### config.mk
export PLATFORM = sky130hd
export DESIGN_NAME = ram_port_arbiter
export DESIGN_NICKNAME = d
export VERILOG_FILES = /design/src/rtl/ram_arb_pkg.sv /design/src/rtl/ram_port_arbiter_rr_pick2.sv /design/src/rtl/ram_port_arbiter.sv
export SDC_FILE = /design/constraint.sdc
export NUM_CORES = 1
export LEC_CHECK = 0
export BUFFER_PORTS_ARGS = -buffer_cell sky130_fd_sc_hd__buf_2
export CAP_MARGIN = 20
export CORE_AREA = 2 2 72 74
export CTS_BUF_LIST = sky130_fd_sc_hd__clkbuf_8 sky130_fd_sc_hd__clkbuf_16
export CTS_CLUSTER_SIZE = 8
export DETAILED_ROUTE_END_ITERATION = 8
export DIE_AREA = 0 0 74 76
export PLACE_DENSITY = 0.72
export SYNTH_ARGS = -nofsm -noshare
export SYNTH_HDL_FRONTEND = slang
export SYNTH_SLANG_ARGS = --single-unit
### constraint.sdc
create_clock -name clk -period 2.2 [get_ports clk]
set_clock_uncertainty 0.15 [all_clocks]
set_input_delay 0.11 -clock clk [delete_from_list [all_inputs] [get_ports clk]]
set_output_delay 0.11 -clock clk [all_outputs]
set_load 0.02 [all_outputs]
### src/rtl/ram_arb_pkg.sv
// Shared definitions for the two-requester RAM port arbiter.
package ram_arb_pkg;

    typedef enum logic {
        ARB    = 1'b0,
        LOCKED = 1'b1
    } arb_state_e;

    localparam logic REQ_CPU = 1'b0;
    localparam logic REQ_LDR = 1'b1;

endpackage

### src/rtl/ram_port_arbiter_rr_pick2.sv
// Two-way round-robin picker: on a tie the requester that did not win last time gets the grant.
module rr_pick2 (
    input  logic [1:0] req_i,
    input  logic       last_i,
    output logic [1:0] grant_o
);

    assign grant_o[0] = req_i[0] & (~req_i[1] | last_i);
    assign grant_o[1] = req_i[1] & (~req_i[0] | ~last_i);

endmodule

### src/rtl/ram_port_arbiter.sv
// Arbitrates one synchronous RAM between a CPU and a loader port, with optional
// lock for read-modify-write and a one-deep read tag for routing returned data.
module ram_port_arbiter
    import ram_arb_pkg::*;
#(
    parameter int DATA_WIDTH = 32,
    parameter int ADDR_WIDTH = 4
) (
    input  logic                  clk,
    input  logic                  reset_n,
    input  logic                  req0,
    input  logic                  req1,
    input  logic                  we0,
    input  logic                  we1,
    input  logic                  lock0,
    input  logic                  lock1,
    input  logic [ADDR_WIDTH-1:0] addr0,
    input  logic [ADDR_WIDTH-1:0] addr1,
    input  logic [DATA_WIDTH-1:0] wdata0,
    input  logic [DATA_WIDTH-1:0] wdata1,
    output logic                  gnt0,
    output logic                  gnt1,
    output logic                  rvalid0,
    output logic                  rvalid1,
    output logic [DATA_WIDTH-1:0] rdata,
    output logic [ADDR_WIDTH-1:0] ram_read_address,
    output logic [ADDR_WIDTH-1:0] ram_write_address,
    output logic                  ram_write,
    output logic [DATA_WIDTH-1:0] ram_din,
    input  logic [DATA_WIDTH-1:0] ram_dout
);

    arb_state_e            state_q;
    logic                  last_q;
    logic                  owner_q;
    logic                  rd_pend_q;
    logic                  rd_id_q;
    logic [ADDR_WIDTH-1:0] raddr_q;

    logic [1:0]            rr_gnt;
    logic [1:0]            gnt;
    logic                  any_gnt;
    logic                  gnt_id;
    logic                  gnt_we;
    logic                  gnt_lock;
    logic [ADDR_WIDTH-1:0] gnt_addr;
    logic [DATA_WIDTH-1:0] gnt_wdata;
    logic                  rd_gnt;
    logic                  wr_gnt;

    rr_pick2 u_pick (
        .req_i   ({req1, req0}),
        .last_i  (last_q),
        .grant_o (rr_gnt)
    );

    // While locked only the owner can be granted; nothing is granted in reset.
    always_comb begin
        gnt = 2'b00;
        if (reset_n) begin
            if (state_q == ARB) begin
                gnt = rr_gnt;
            end else if (owner_q == REQ_LDR) begin
                gnt = {req1, 1'b0};
            end else begin
                gnt = {1'b0, req0};
            end
        end
    end

    assign any_gnt   = |gnt;
    assign gnt_id    = gnt[1];
    assign gnt_we    = gnt_id ? we1    : we0;
    assign gnt_lock  = gnt_id ? lock1  : lock0;
    assign gnt_addr  = gnt_id ? addr1  : addr0;
    assign gnt_wdata = gnt_id ? wdata1 : wdata0;
    assign rd_gnt    = any_gnt & ~gnt_we;
    assign wr_gnt    = any_gnt & gnt_we;

    assign gnt0 = gnt[0];
    assign gnt1 = gnt[1];

    assign ram_write         = wr_gnt;
    assign ram_write_address = wr_gnt ? gnt_addr  : '0;
    assign ram_din           = wr_gnt ? gnt_wdata : '0;
    // Hold the previous read address when idle so the RAM address bus stays quiet.
    assign ram_read_address  = rd_gnt ? gnt_addr  : raddr_q;

    assign rvalid0 = rd_pend_q & (rd_id_q == REQ_CPU);
    assign rvalid1 = rd_pend_q & (rd_id_q == REQ_LDR);
    assign rdata   = ram_dout;

    always_ff @(posedge clk or negedge reset_n) begin
        if (!reset_n) begin
            state_q   <= ARB;
            last_q    <= 1'b1;
            owner_q   <= 1'b0;
            rd_pend_q <= 1'b0;
            rd_id_q   <= 1'b0;
            raddr_q   <= '0;
        end else begin
            rd_pend_q <= rd_gnt;
            if (rd_gnt) begin
                rd_id_q <= gnt_id;
                raddr_q <= gnt_addr;
            end
            if (any_gnt) begin
                last_q <= gnt_id;
                if (gnt_lock) begin
                    state_q <= LOCKED;
                    owner_q <= gnt_id;
                end else begin
                    state_q <= ARB;
                end
            end
        end
    end

endmodule

=== Word level (Yosys, flattened, before mapping) ===
Cells that the tools add are included.

* Bits in registers: 9
* Logic and storage cells: 32
* Output and inout port bits: 77
* Input bits: 112

* Mux-type cells: 11
* Bitwise logic cells: 13
* Reductions and logical operators: 2

{| class="wikitable"
|+ Operators by type and width
! operator !! number
|-
| two-way mux 32 bit || 2
|-
| two-way mux 4 bit || 3
|-
| bitwise AND 1 bit || 6
|-
| two-way mux 2 bit || 3
|-
| inverter 1 bit || 5
|-
| two-way mux 1 bit || 3
|-
| OR 1 bit || 2
|-
| AND reduction 2 bit || 1
|-
| OR reduction 2 bit || 1
|}

=== Depth between registers and ports, before layout ===
Gate-level depths: netlist (run 1).

* Word-level depth: 9
* Mapped depth: 7
* Gate-level depth less buffers: 5

=== Modules after synthesis ===
Synthesis (run 1) repeated with hierarchy kept, for this count alone.

* Cell total of the unflattened synthesis: 191
* Area, all modules: 1301.2 µm²

{| class="wikitable"
|+ By module, submodules not included
! module !! area each (µm²) !! cells an instance !! sequential area each (µm²) !! instances
|-
| ram_port_arbiter || 1282.5 || 188 || 226.5 || 1
|-
| rr_pick2 || 18.8 || 3 || 0.0 || 1
|}

=== Least setup slack after synthesis (run 1) ===
Ideal clock, no wire load.

* Path type: register to output
* From: reg last_q
* To: out ram_din[22]
* Slack: 0.102 ns
* Stages on the path, launching flop included: 6
* Path buffers: 1
* Arrival: 1.838 ns
* Cells stage by stage: dfstp_2 -> nor3b_1 -> nor3b_2 -> a22oi_4 -> buf_2 -> a21oi_1

{| class="wikitable"
|+ RTL lines
! what !! line !! text
|-
| start, declared || ram_port_arbiter.sv:34 || <nowiki>logic last_q;</nowiki>
|-
| start signal, assigned || ram_port_arbiter.sv:108 || <nowiki>last_q <= gnt_id;</nowiki>
|-
| OR 1 bit || ram_port_arbiter_rr_pick2.sv:8 || <nowiki>assign grant_o[0] = req_i[0] & (~req_i[1] | last_i);</nowiki>
|-
| bitwise AND 1 bit || ram_port_arbiter_rr_pick2.sv:8 ||
|-
| two-way mux 2 bit || ram_port_arbiter.sv:61 || <nowiki>if (state_q == ARB) begin</nowiki>
|-
| two-way mux 2 bit || ram_port_arbiter.sv:60 || <nowiki>if (reset_n) begin</nowiki>
|-
| named net gnt0 || ram_port_arbiter.sv:21 || <nowiki>output logic gnt0,</nowiki>
|-
| OR reduction 2 bit || ram_port_arbiter.sv:71 || <nowiki>assign any_gnt = |gnt;</nowiki>
|-
| bitwise AND 1 bit || ram_port_arbiter.sv:78 || <nowiki>assign wr_gnt = any_gnt & gnt_we;</nowiki>
|-
| two-way mux 32 bit || ram_port_arbiter.sv:85 || <nowiki>assign ram_din = wr_gnt ? gnt_wdata : '0;</nowiki>
|-
| end, declared || ram_port_arbiter.sv:29 || <nowiki>output logic [DATA_WIDTH-1:0] ram_din,</nowiki>
|}

The timed path passes the listed nets, and every way through them passes these cells.

=== Final worst setup path (run 1) ===
* From: reg last_q
* To: out ram_read_address[2]

* Cells in the longest elaborated chain, start to end: 9

{| class="wikitable"
|+ RTL lines
! what !! line !! text
|-
| inverter 1 bit || ram_port_arbiter_rr_pick2.sv:9 || <nowiki>assign grant_o[1] = req_i[1] & (~req_i[0] | ~last_i);</nowiki>
|-
| OR 1 bit || ram_port_arbiter_rr_pick2.sv:9 ||
|-
| bitwise AND 1 bit || ram_port_arbiter_rr_pick2.sv:9 ||
|-
| two-way mux 2 bit * || ram_port_arbiter.sv:61 ||
|-
| two-way mux 2 bit * || ram_port_arbiter.sv:60 ||
|-
| two-way mux 1 bit || ram_port_arbiter.sv:73 || <nowiki>assign gnt_we = gnt_id ? we1 : we0;</nowiki>
|-
| inverter 1 bit || ram_port_arbiter.sv:77 || <nowiki>assign rd_gnt = any_gnt & ~gnt_we;</nowiki>
|-
| bitwise AND 1 bit || ram_port_arbiter.sv:77 ||
|-
| two-way mux 4 bit * || n/a ||
|-
| end, declared || ram_port_arbiter.sv:26 || <nowiki>output logic [ADDR_WIDTH-1:0] ram_read_address,</nowiki>
|}

Every way passes the cells marked *; elsewhere a longest branch is shown, timed or not.

==> results of run 1 <==
-- synthesized netlist by cell type, types with 2 or more instances --
master	count
a21oi_1	38
buf_4	35
o32a_1	4
nor2_1	2
buf_2	7
inv_2	2
dfrtp_1	8
nand2_1	76
nand2b_1	2
o21a_1	4
clkbuf_1	3
-- cell families after synthesis --
| group | count (synthesis) | synth area share |
|---|---|---|
| and+or+nand+nor | 87 | 0.300 |
| AOI/OAI and AO/OA | 52 | 0.257 |
| buffers and inverters | 47 | 0.258 |
| DFF | 9 | 0.185 |
-- repair_timing --
action | in CTS | in global routing
cloned | 0 | 3
setup buffers | 0 | 4
pin swaps | 1 | 7
resized for setup | 1 | 95
hold endpoints to repair | 10 | 0
setup endpoints to repair | 5 | 41
hold buffers | 2 | 0
-- area by class of cell --
cell class / count / area share
Timing Repair Buffer: 139 / 0.440
Multi-Input combinational cell: 139 / 0.393
Sequential cell: 9 / 0.103
Tap cell: 70 / 0.0397
Clock buffer: 3 / 0.0187
Inverter: 2 / 0.00454
Clock inverter: 1 / 0.00170
-- registers in the layout, indices dropped and copies added (netlist names) --
register   count
last_q         1
owner_q        1
raddr_q        4
rd_id_q        1
rd_pend_q      1
state_q        1
-- power by group through the flow --
stage               clock [mW]  combinational, mW  sequential (mW)
finish                   0.187               1.19            0.305
global route             0.199               1.28            0.315
CTS                      0.192              0.858            0.295
detailed placement           0              0.848            0.298
global placement             0              0.831            0.292
floorplan                    0              0.644            0.282
-- layout by cell type, fill, tap and decap left out --
cell type	n
clkbuf_16	2
nor2b_1	1
o21a_1	4
dfstp_2	1
o21ai_4	1
buf_6	16
buf_12	3
or4b_4	1
a21oi_4	7
nand3b_1	1
inv_2	1
nor3b_4	2
buf_4	32
nand4_2	1
nand2_1	76
a21oi_1	11
buf_2	84
o21ai_0	1
nand2b_1	2
a22oi_4	1
a31oi_1	1
dlygate4sd3_1	2
inv_4	1
and2_1	1
o32a_1	4
inv_1	1
dfrtp_1	8
clkbuf_8	3
a21oi_2	20
o21ai_1	1
nor2_1	2
a22o_1	1
-- layer usage --
layer / up-vias / track usage
li1: 808 / -
met1: 757 / 0.163
met2: 91 / 0.248
met3: 20 / 0.0265
met4: 0 / 0.0418
met5: - / 0
-- worst paths after layout --
path	start	end	slack, ps	depth (start not counted)
max	last_q	ram_read_address[2]	-7	5
min in group asynchronous	reset_n	state_q	260	3
max reg2reg	last_q	raddr_q[2]	230	5
min reg2reg	rd_id_q	rd_id_q	350	2
max in group asynchronous	reset_n	last_q	1420	3
min	lock0	state_q	9	3
-- stage by stage --
| step | std cells | cell area [um2] | total power, mW | TNS (ps) |
|---|---|---|---|---|
| 2_1_floorplan | 195 | 1230 | 0.926 | 0 |
| 3_3_place_gp | 350 | 1700 | 1.12 | 0 |
| 3_5_place_dp | 350 | 1700 | 1.15 | 0 |
| 4_1_cts | 356 | 1760 | 1.34 | 0 |
| 5_1_grt | 363 | 2210 | 1.80 | -1560 |
| 6_report | 363 | 2210 | 1.69 | -8.39 |
-- critical path, stage by stage, from the launching register on --
cell	delay (ps)
dfstp_2	580
nor3b_4	70
or4b_4	610
o32a_1	190
o21a_1	130
buf_6	140
==> flow_metrics.env, run 1 <==
export IMPL_status="finished with violations"
export IMPL_failed_checks="negative setup slack"
export IMPL_fp_dieW_um=74
export IMPL_antenna_found_initial=0
export IMPL_maxSlewViolCount=0
export IMPL_worst_pin_slew_ps=288
export IMPL_maxSlewHeadroom=0.808
export IMPL_p_comb_frac=0.708
export IMPL_firstDrtPassIters=4
export IMPL_fill_cells=482
export IMPL_cts_buffers=3
export IMPL_post_route_util=0.449
export IMPL_place_ws_ps=171
export IMPL_synth_seq_cells=9
export IMPL_gp_congestion=0.767
export IMPL_die_area_um2=5620
export IMPL_grt_max_degree=27
export IMPL_antennaDiodeCount=0
export IMPL_synthDistinctLibCells=25
export IMPL_post_route_period_util=1.00
export IMPL_cp_start_kind="flip-flop"
export IMPL_yosys_area_top_type="nand2_1"
export IMPL_power_density_nw_per_um2=764
export IMPL_wl_met3_um=323
export IMPL_drtIter0Drc=31
export IMPL_seq_area_frac_synth=0.185
export IMPL_grt_pass1_wl_um=6330
export IMPL_finalWorstSetupSlack_ps=-7.00
export IMPL_p_switching_uw=765
export IMPL_internal_power_uw=921
export IMPL_regArea_um2=226
export IMPL_synthFlopType="dfrtp_1"
export IMPL_rows=26
export IMPL_required_ps=1940
export IMPL_p_leak_nw=1.11
export IMPL_vias=1676
export IMPL_path_clk_slew_ps=50
export IMPL_numPortBuffers=124
export IMPL_cts_htree_levels=1
export IMPL_ioPinCount=189
export IMPL_clkLatencyLatePin_ps=230
export IMPL_grt_use_total=0.139
export IMPL_drtAntennaViolNets=0
export IMPL_cp_end_kind="output pin"
export IMPL_clk_path_buf_depth=2
export IMPL_routed_via_density=4.62
export IMPL_cts_tree="built"
export IMPL_fmax_mhz=453
export IMPL_fin_nets=406
export IMPL_die_h_um=76
export IMPL_root_buffer="clkbuf_8"
export IMPL_hold_violations=0
export IMPL_hold_class="input port to flip-flop"
export IMPL_ys_top_cells_by_area="nand2_1 23%, buf_4 21%, dfrtp_1 16%"
export IMPL_multi_input_area_um2=866
export IMPL_start_util=0.250
export IMPL_synth_async_reset_ratio=1.00
export IMPL_cts_sinks=9
export IMPL_min_period_ps=2210
export IMPL_area_growth_syn_to_layout_pct=79.9
export IMPL_syn_instance_count=195
export IMPL_wl_um=4910
export IMPL_maxCapViolations=0
export IMPL_drt_wirelength_per_cell_um=13.5
export IMPL_seqPwrFrac=0.181
export IMPL_synth_fp_nets=307
export IMPL_syn_mean_instance_area_um2=6.29
export IMPL_grt_pass1_vias=1392
export IMPL_arrival_ps=1950
export IMPL_highest_layer="met4"
export IMPL_synth_top_area_share=0.233
export IMPL_drive_above_1_share=0.601
export IMPL_critPathKind="flip-flop to output pin"
export IMPL_wl_met2_um=2620
export IMPL_crit_fanout=6
export IMPL_hold_slack_ps=8.88
export IMPL_ir_drop_v=0.000439
export IMPL_synth_edf_count=0
export IMPL_power_frac_clock=0.111
export IMPL_setup_violations_final=2
export IMPL_rsz0062_at_grt="yes"
export IMPL_dp_hpwl_um=3260
export IMPL_synth_warnings=0
export IMPL_overflow=0
export IMPL_wl_met1_um=1830
export IMPL_drc=0
export IMPL_swShare=0.454
export IMPL_netlist_area_um2=1230
export IMPL_coreArea_um2=4910
Power figures use the tool's default switching activity.
==> run 2: changes to the inputs <==
--- a/config.mk
+++ b/config.mk
@@ -12,7 +12,7 @@
 export CTS_CLUSTER_SIZE = 8
 export DETAILED_ROUTE_END_ITERATION = 8
 export DIE_AREA = 0 0 74 76
-export PLACE_DENSITY = 0.72
+export PLACE_DENSITY_LB_ADDON = 0.1
 export SYNTH_ARGS = -nofsm -noshare
 export SYNTH_HDL_FRONTEND = slang
 export SYNTH_SLANG_ARGS = --single-unit
==> flow_metrics.env, run 2 (synthesis results as in run 1) <==
export IMPL_cts_buffers=3
export IMPL_final_common_cell="buf_2"
export IMPL_drive_above_1_share=0.505
export IMPL_vias=1607
export IMPL_dp_hpwl_um=3600
export IMPL_hold_slack_ps=17.2
export IMPL_routed_via_density=4.45
export IMPL_cp_end_kind="output pin"
export IMPL_finalWorstSetupSlack_ps=31.4
export IMPL_p_leak_nw=1.05
export IMPL_area_growth_syn_to_layout_pct=47.7
export IMPL_drt_wirelength_per_cell_um=12.7
export IMPL_ioPinCount=189
export IMPL_post_route_period_util=0.986
export IMPL_fin_setup_tns_ps=0
export IMPL_grt_pass1_wl_um=6830
export IMPL_regArea_um2=226
export IMPL_critPathLaunch="last_q"
export IMPL_min_period_ps=2170
export IMPL_clk_path_buf_depth=2
export IMPL_drtIter0Drc=60
export IMPL_final_area_um2=1810
export IMPL_place_ws_ps=189
export IMPL_reg2regPathDepth=5
export IMPL_gp_congestion=0.780
export IMPL_crit_fanout=6
export IMPL_power_density_nw_per_um2=760
export IMPL_post_route_util=0.369
export IMPL_grt_pass1_vias=1455
export IMPL_drtAntennaViolNets=0
export IMPL_top_register="raddr_q"
export IMPL_setup_violations_final=0
export IMPL_arrival_ps=1910
export IMPL_rsz0062_at_grt="yes"
export IMPL_clkLatencyLatePin_ps=230
export IMPL_coreArea_um2=4910
export IMPL_start_util=0.250
export IMPL_antenna_found_initial=0
export IMPL_placed_cell_area_um2=1680
export IMPL_overflow=0
export IMPL_grt_use_total=0.151
export IMPL_largest_register_ffs=4
export IMPL_timing_rr_start="last_q"
export IMPL_die_h_um=76
export IMPL_hold_violations=0
export IMPL_worstSetupEndpoint="ram_read_address[2]"
export IMPL_firstDrtPassIters=4
export IMPL_maxCapViolations=0
export IMPL_hold_class="input port to flip-flop"
export IMPL_fp_dieW_um=74
export IMPL_rows=26
export IMPL_critPathKind="flip-flop to output pin"
export IMPL_wl_um=4570
export IMPL_worst_pin_slew_ps=272
export IMPL_r2r_slack_ps=300
export IMPL_cp_start_kind="flip-flop"
export IMPL_maxSlewHeadroom=0.818
export IMPL_antennaDiodeCount=0
export IMPL_cts_htree_levels=1
export IMPL_multi_input_area_um2=707
export IMPL_worstReg2RegEnd="raddr_q[0]"
export IMPL_root_buffer="clkbuf_8"
export IMPL_path_clk_slew_ps=50
export IMPL_fmax_mhz=461
export IMPL_grt_max_degree=23
export IMPL_status="finished clean"
export IMPL_fill_cells=555
export IMPL_numPortBuffers=124
export IMPL_die_area_um2=5620
export IMPL_drc=0
export IMPL_ir_drop_v=0.000438
export IMPL_fin_nets=404
export IMPL_required_ps=1940
export IMPL_most_common_layout_cells="123 x buf_2, 76 x nand2_1, 38 x a21oi_1"
export IMPL_cts_sinks=9
export IMPL_cts_tree="built"
export IMPL_maxSlewViolCount=0
## run 2: cell count changes in the layout (fill, tap and decap cells not counted), moves of 3 or more
cell / change
a21oi_1: +27
a21oi_2: -20
a21oi_4: -7
buf_12: -3
buf_2: +39
buf_4: -23
buf_6: -13
## run 2: final cells by class
cell class	instances	share of cell area
clock buffer	3	0.0228
tap	70	0.0484
inverter	2	0.00415
sequential	9	0.125
multi-input combinational	139	0.390
clock inverter	1	0.00207
timing repair buffer	137	0.407
## run 2: repair_timing
| action | CTS | global route |
|---|---|---|
| setup endpoints to repair | 40 | 41 |
| buffers inserted | 0 | 4 |
| pin swaps | 1 | 1 |
| hold buffers | 2 | 0 |
| resized for setup | 2 | 6 |
| endpoints found under the hold margin | 10 | 0 |
## run 2: through the flow
step / cells / power (mW)
floorplan: 195 / 0.926
global placement: 351 / 1.13
detailed placement: 351 / 1.13
CTS: 357 / 1.34
global route: 361 / 1.50
finish: 361 / 1.38
## run 2: worst max-delay path, cell delays in order, from the launching register on
cell and delay, ps:
dfstp_2 560, nor3b_2 70, or4b_4 570, o32a_1 200, o21a_1 120, buf_2 160
## run 2: worst min-delay path by stage
stage / start / end / cells past startpoint
after floorplan: reset_n / owner_q / 0
after global placement: reset_n / state_q / 1
after detailed placement: reset_n / state_q / 1
after CTS: lock0 / state_q / 3
after global routing: lock0 / state_q / 3
final: lock0 / state_q / 3
## run 2: routing by layer
metal  vias to the layer above  share of wire  GRT usage
li1                        801              -          -
met1                       704           0.38      0.173
met2                        84           0.52      0.266
met3                        18          0.087     0.0410
met4                         0          0.019     0.0436
met5                         -              0          0
## run 2: report_power, final
group          leakage [nW]  internal [mW]  switching [mW]  total (mW)
clock                0.0269          0.121          0.0633       0.185
combinational         0.919          0.364           0.531       0.894
sequential            0.102          0.247          0.0501       0.297
==> run 3: changes to the inputs <==
--- a/config.mk
+++ b/config.mk
@@ -5,13 +5,13 @@
 export SDC_FILE = /design/constraint.sdc
 export NUM_CORES = 1
 export LEC_CHECK = 0
-export BUFFER_PORTS_ARGS = -buffer_cell sky130_fd_sc_hd__buf_2
 export CAP_MARGIN = 20
-export CORE_AREA = 2 2 72 74
+export CORE_AREA = 2 2 74 76
 export CTS_BUF_LIST = sky130_fd_sc_hd__clkbuf_8 sky130_fd_sc_hd__clkbuf_16
 export CTS_CLUSTER_SIZE = 8
 export DETAILED_ROUTE_END_ITERATION = 8
-export DIE_AREA = 0 0 74 76
+export DIE_AREA = 0 0 76 78
+export DONT_BUFFER_PORTS = 1
 export PLACE_DENSITY_LB_ADDON = 0.1
 export SYNTH_ARGS = -nofsm -noshare
 export SYNTH_HDL_FRONTEND = slang
==> flow_metrics.env, run 3 (synthesis results as in run 1) <==
export IMPL_power_density_nw_per_um2=895
export IMPL_rows=26
export IMPL_cp_num_buf_inv=2
export IMPL_top_register="raddr_q"
export IMPL_die_area_um2=5930
export IMPL_drtIter0Drc=63
export IMPL_grt_pass1_vias=1333
export IMPL_maxSlewViolCount=0
export IMPL_cpPeakStageDelay_ps=560
export IMPL_largest_register_ffs=4
export IMPL_vias=1357
export IMPL_clk_path_buf_depth=2
export IMPL_fp_dieW_um=76
export IMPL_fmax_mhz=482
export IMPL_critPathKind="flip-flop to output pin"
export IMPL_highest_layer="met4"
export IMPL_hold_class="input port to flip-flop"
export IMPL_swShare=0.473
export IMPL_p_switching_uw=618
export IMPL_drtAntennaViolNets=0
export IMPL_start_util=0.243
export IMPL_final_common_cell="nand2_1"
export IMPL_wl_met1_um=1480
export IMPL_firstDrtPassIters=4
export IMPL_ir_drop_v=0.000392
export IMPL_fin_nets=315
export IMPL_arrival_ps=1810
export IMPL_maxCapViolations=0
export IMPL_grt_max_degree=31
export IMPL_post_route_period_util=0.943
export IMPL_slowest_stage="dfstp_2"
export IMPL_crit_top_cell="nor3b_2"
export IMPL_wl_met2_um=2500
export IMPL_worst_pin_slew_ps=448
export IMPL_hold_violations=0
export IMPL_p_total_mw=1.31
export IMPL_cts_tree="built"
export IMPL_cts_sinks=9
export IMPL_root_buffer="clkbuf_8"
export IMPL_routed_via_density=4.99
export IMPL_path_clk_slew_ps=50
export IMPL_grt_pass1_wl_um=6670
export IMPL_overflow=0
export IMPL_p_leak_nw=0.694
export IMPL_internal_power_uw=688
export IMPL_gp_congestion=0.757
export IMPL_cts_htree_levels=1
export IMPL_numPortBuffers=0
export IMPL_grt_use_total=0.138
export IMPL_post_cts_buffers=0
export IMPL_cp_end_kind="output pin"
export IMPL_cp_start_kind="flip-flop"
export IMPL_min_period_ps=2070
export IMPL_maxSlewHeadroom=0.701
export IMPL_coreArea_um2=5040
export IMPL_setup_violations_final=0
export IMPL_required_ps=1940
export IMPL_status="finished clean"
export IMPL_drt_wirelength_per_cell_um=16.5
export IMPL_p_comb_frac=0.623
export IMPL_clkLatencyLatePin_ps=240
export IMPL_area_growth_syn_to_layout_pct=19.0
export IMPL_drive_above_1_share=0.297
export IMPL_die_h_um=78
export IMPL_seqPwrFrac=0.227
export IMPL_path_delay_family="flip-flops"
export IMPL_wl_um=4490
export IMPL_dp_hpwl_um=3620
export IMPL_antennaDiodeCount=0
export IMPL_power_frac_clock=0.150
export IMPL_crit_fanout=30
export IMPL_rsz0062_at_grt="no"
export IMPL_path_cells="nor3b_2 > nor3b_2 > a22oi_4 > buf_12 > a21oi_1 > buf_4"
export IMPL_most_common_layout_cells="76 x nand2_1, 41 x buf_4, 36 x a21oi_1"
export IMPL_fin_setup_tns_ps=0
export IMPL_antenna_found_initial=0
export IMPL_fill_cells=571
export IMPL_cts_buffers=3
export IMPL_wl_met3_um=409
export IMPL_ioPinCount=189
export IMPL_drc=0
==> run 3: cell count changes in the layout (fill, tap and decap cells not counted), sizes merged <==
cell	before	now
buf	135	42
dlygate4sd3	2	6
==> run 3: worst reg2reg max path, delay by kind of cell (launching register included) <==
kind | cells | cell delay [ps]
buf+inv | 2 | 1100
simple gates | 1 | 100
compound gates | 1 | 50
flops | 1 | 560
==> run 3: cell type report <==
class                      instances  area, um2  share of cell area
clock inverter                     1       3.75             0.00257
multi-input combinational        139        704               0.483
sequential                         9        226               0.155
tap                               70       87.6              0.0600
inverter                           2       7.51             0.00515
clock buffer                       3       41.3              0.0283
timing repair buffer              48        388               0.266
==> run 3: path summary, 6_finish.rpt <==
check | start | end | slack [ps] | depth (start not counted)
setup / recovery | last_q | ram_din[9] | 130 | 6
hold / removal | we0 | rd_pend_q | 20 | 2
setup reg to reg | last_q | last_q | 180 | 4
hold reg to reg | rd_id_q | rd_id_q | 360 | 2
max in group asynchronous | reset_n | last_q | 1460 | 1
min in group asynchronous | reset_n | state_q | 110 | 1
==> run 3: power groups by stage <==
| stage | clock (mW) | sequential, mW | combinational, mW |
|---|---|---|---|
| after floorplan | 0 | 0.282 | 0.644 |
| after global placement | 0 | 0.293 | 0.762 |
| after detailed placement | 0 | 0.297 | 0.775 |
| after CTS | 0.203 | 0.294 | 0.817 |
| after global routing | 0.215 | 0.307 | 0.883 |
| final | 0.195 | 0.296 | 0.814 |
==> run 3: what timing repair did <==
action | in CTS | in global routing
pin swaps | 0 | 1
resized for setup | 4 | 4
hold endpoints to repair | 14 | 0
endpoints found under the setup margin | 4 | 33
hold buffers | 6 | 0
==> run 3: metrics by stage <==
stage	std cells	setup WS [ps]	instance area, um2	hold slack, ps	util
2_1_floorplan	195	102	1230	-336	-
3_3_place_gp	262	248	1330	-335	0.264
3_5_place_dp	262	197	1330	-335	0.264
4_1_cts	272	1.80	1440	70.1	0.286
5_1_grt	272	12.7	1460	39.4	0.289
6_report	272	125	1460	18.7	0.289
==> run 3: per-layer routing <==
layer / track usage / vias to the layer above
met2: 0.279 / 85
met1: 0.124 / 625
met3: 0.0512 / 24
li1: - / 623
met4: 0.0473 / 0
met5: 0 / -
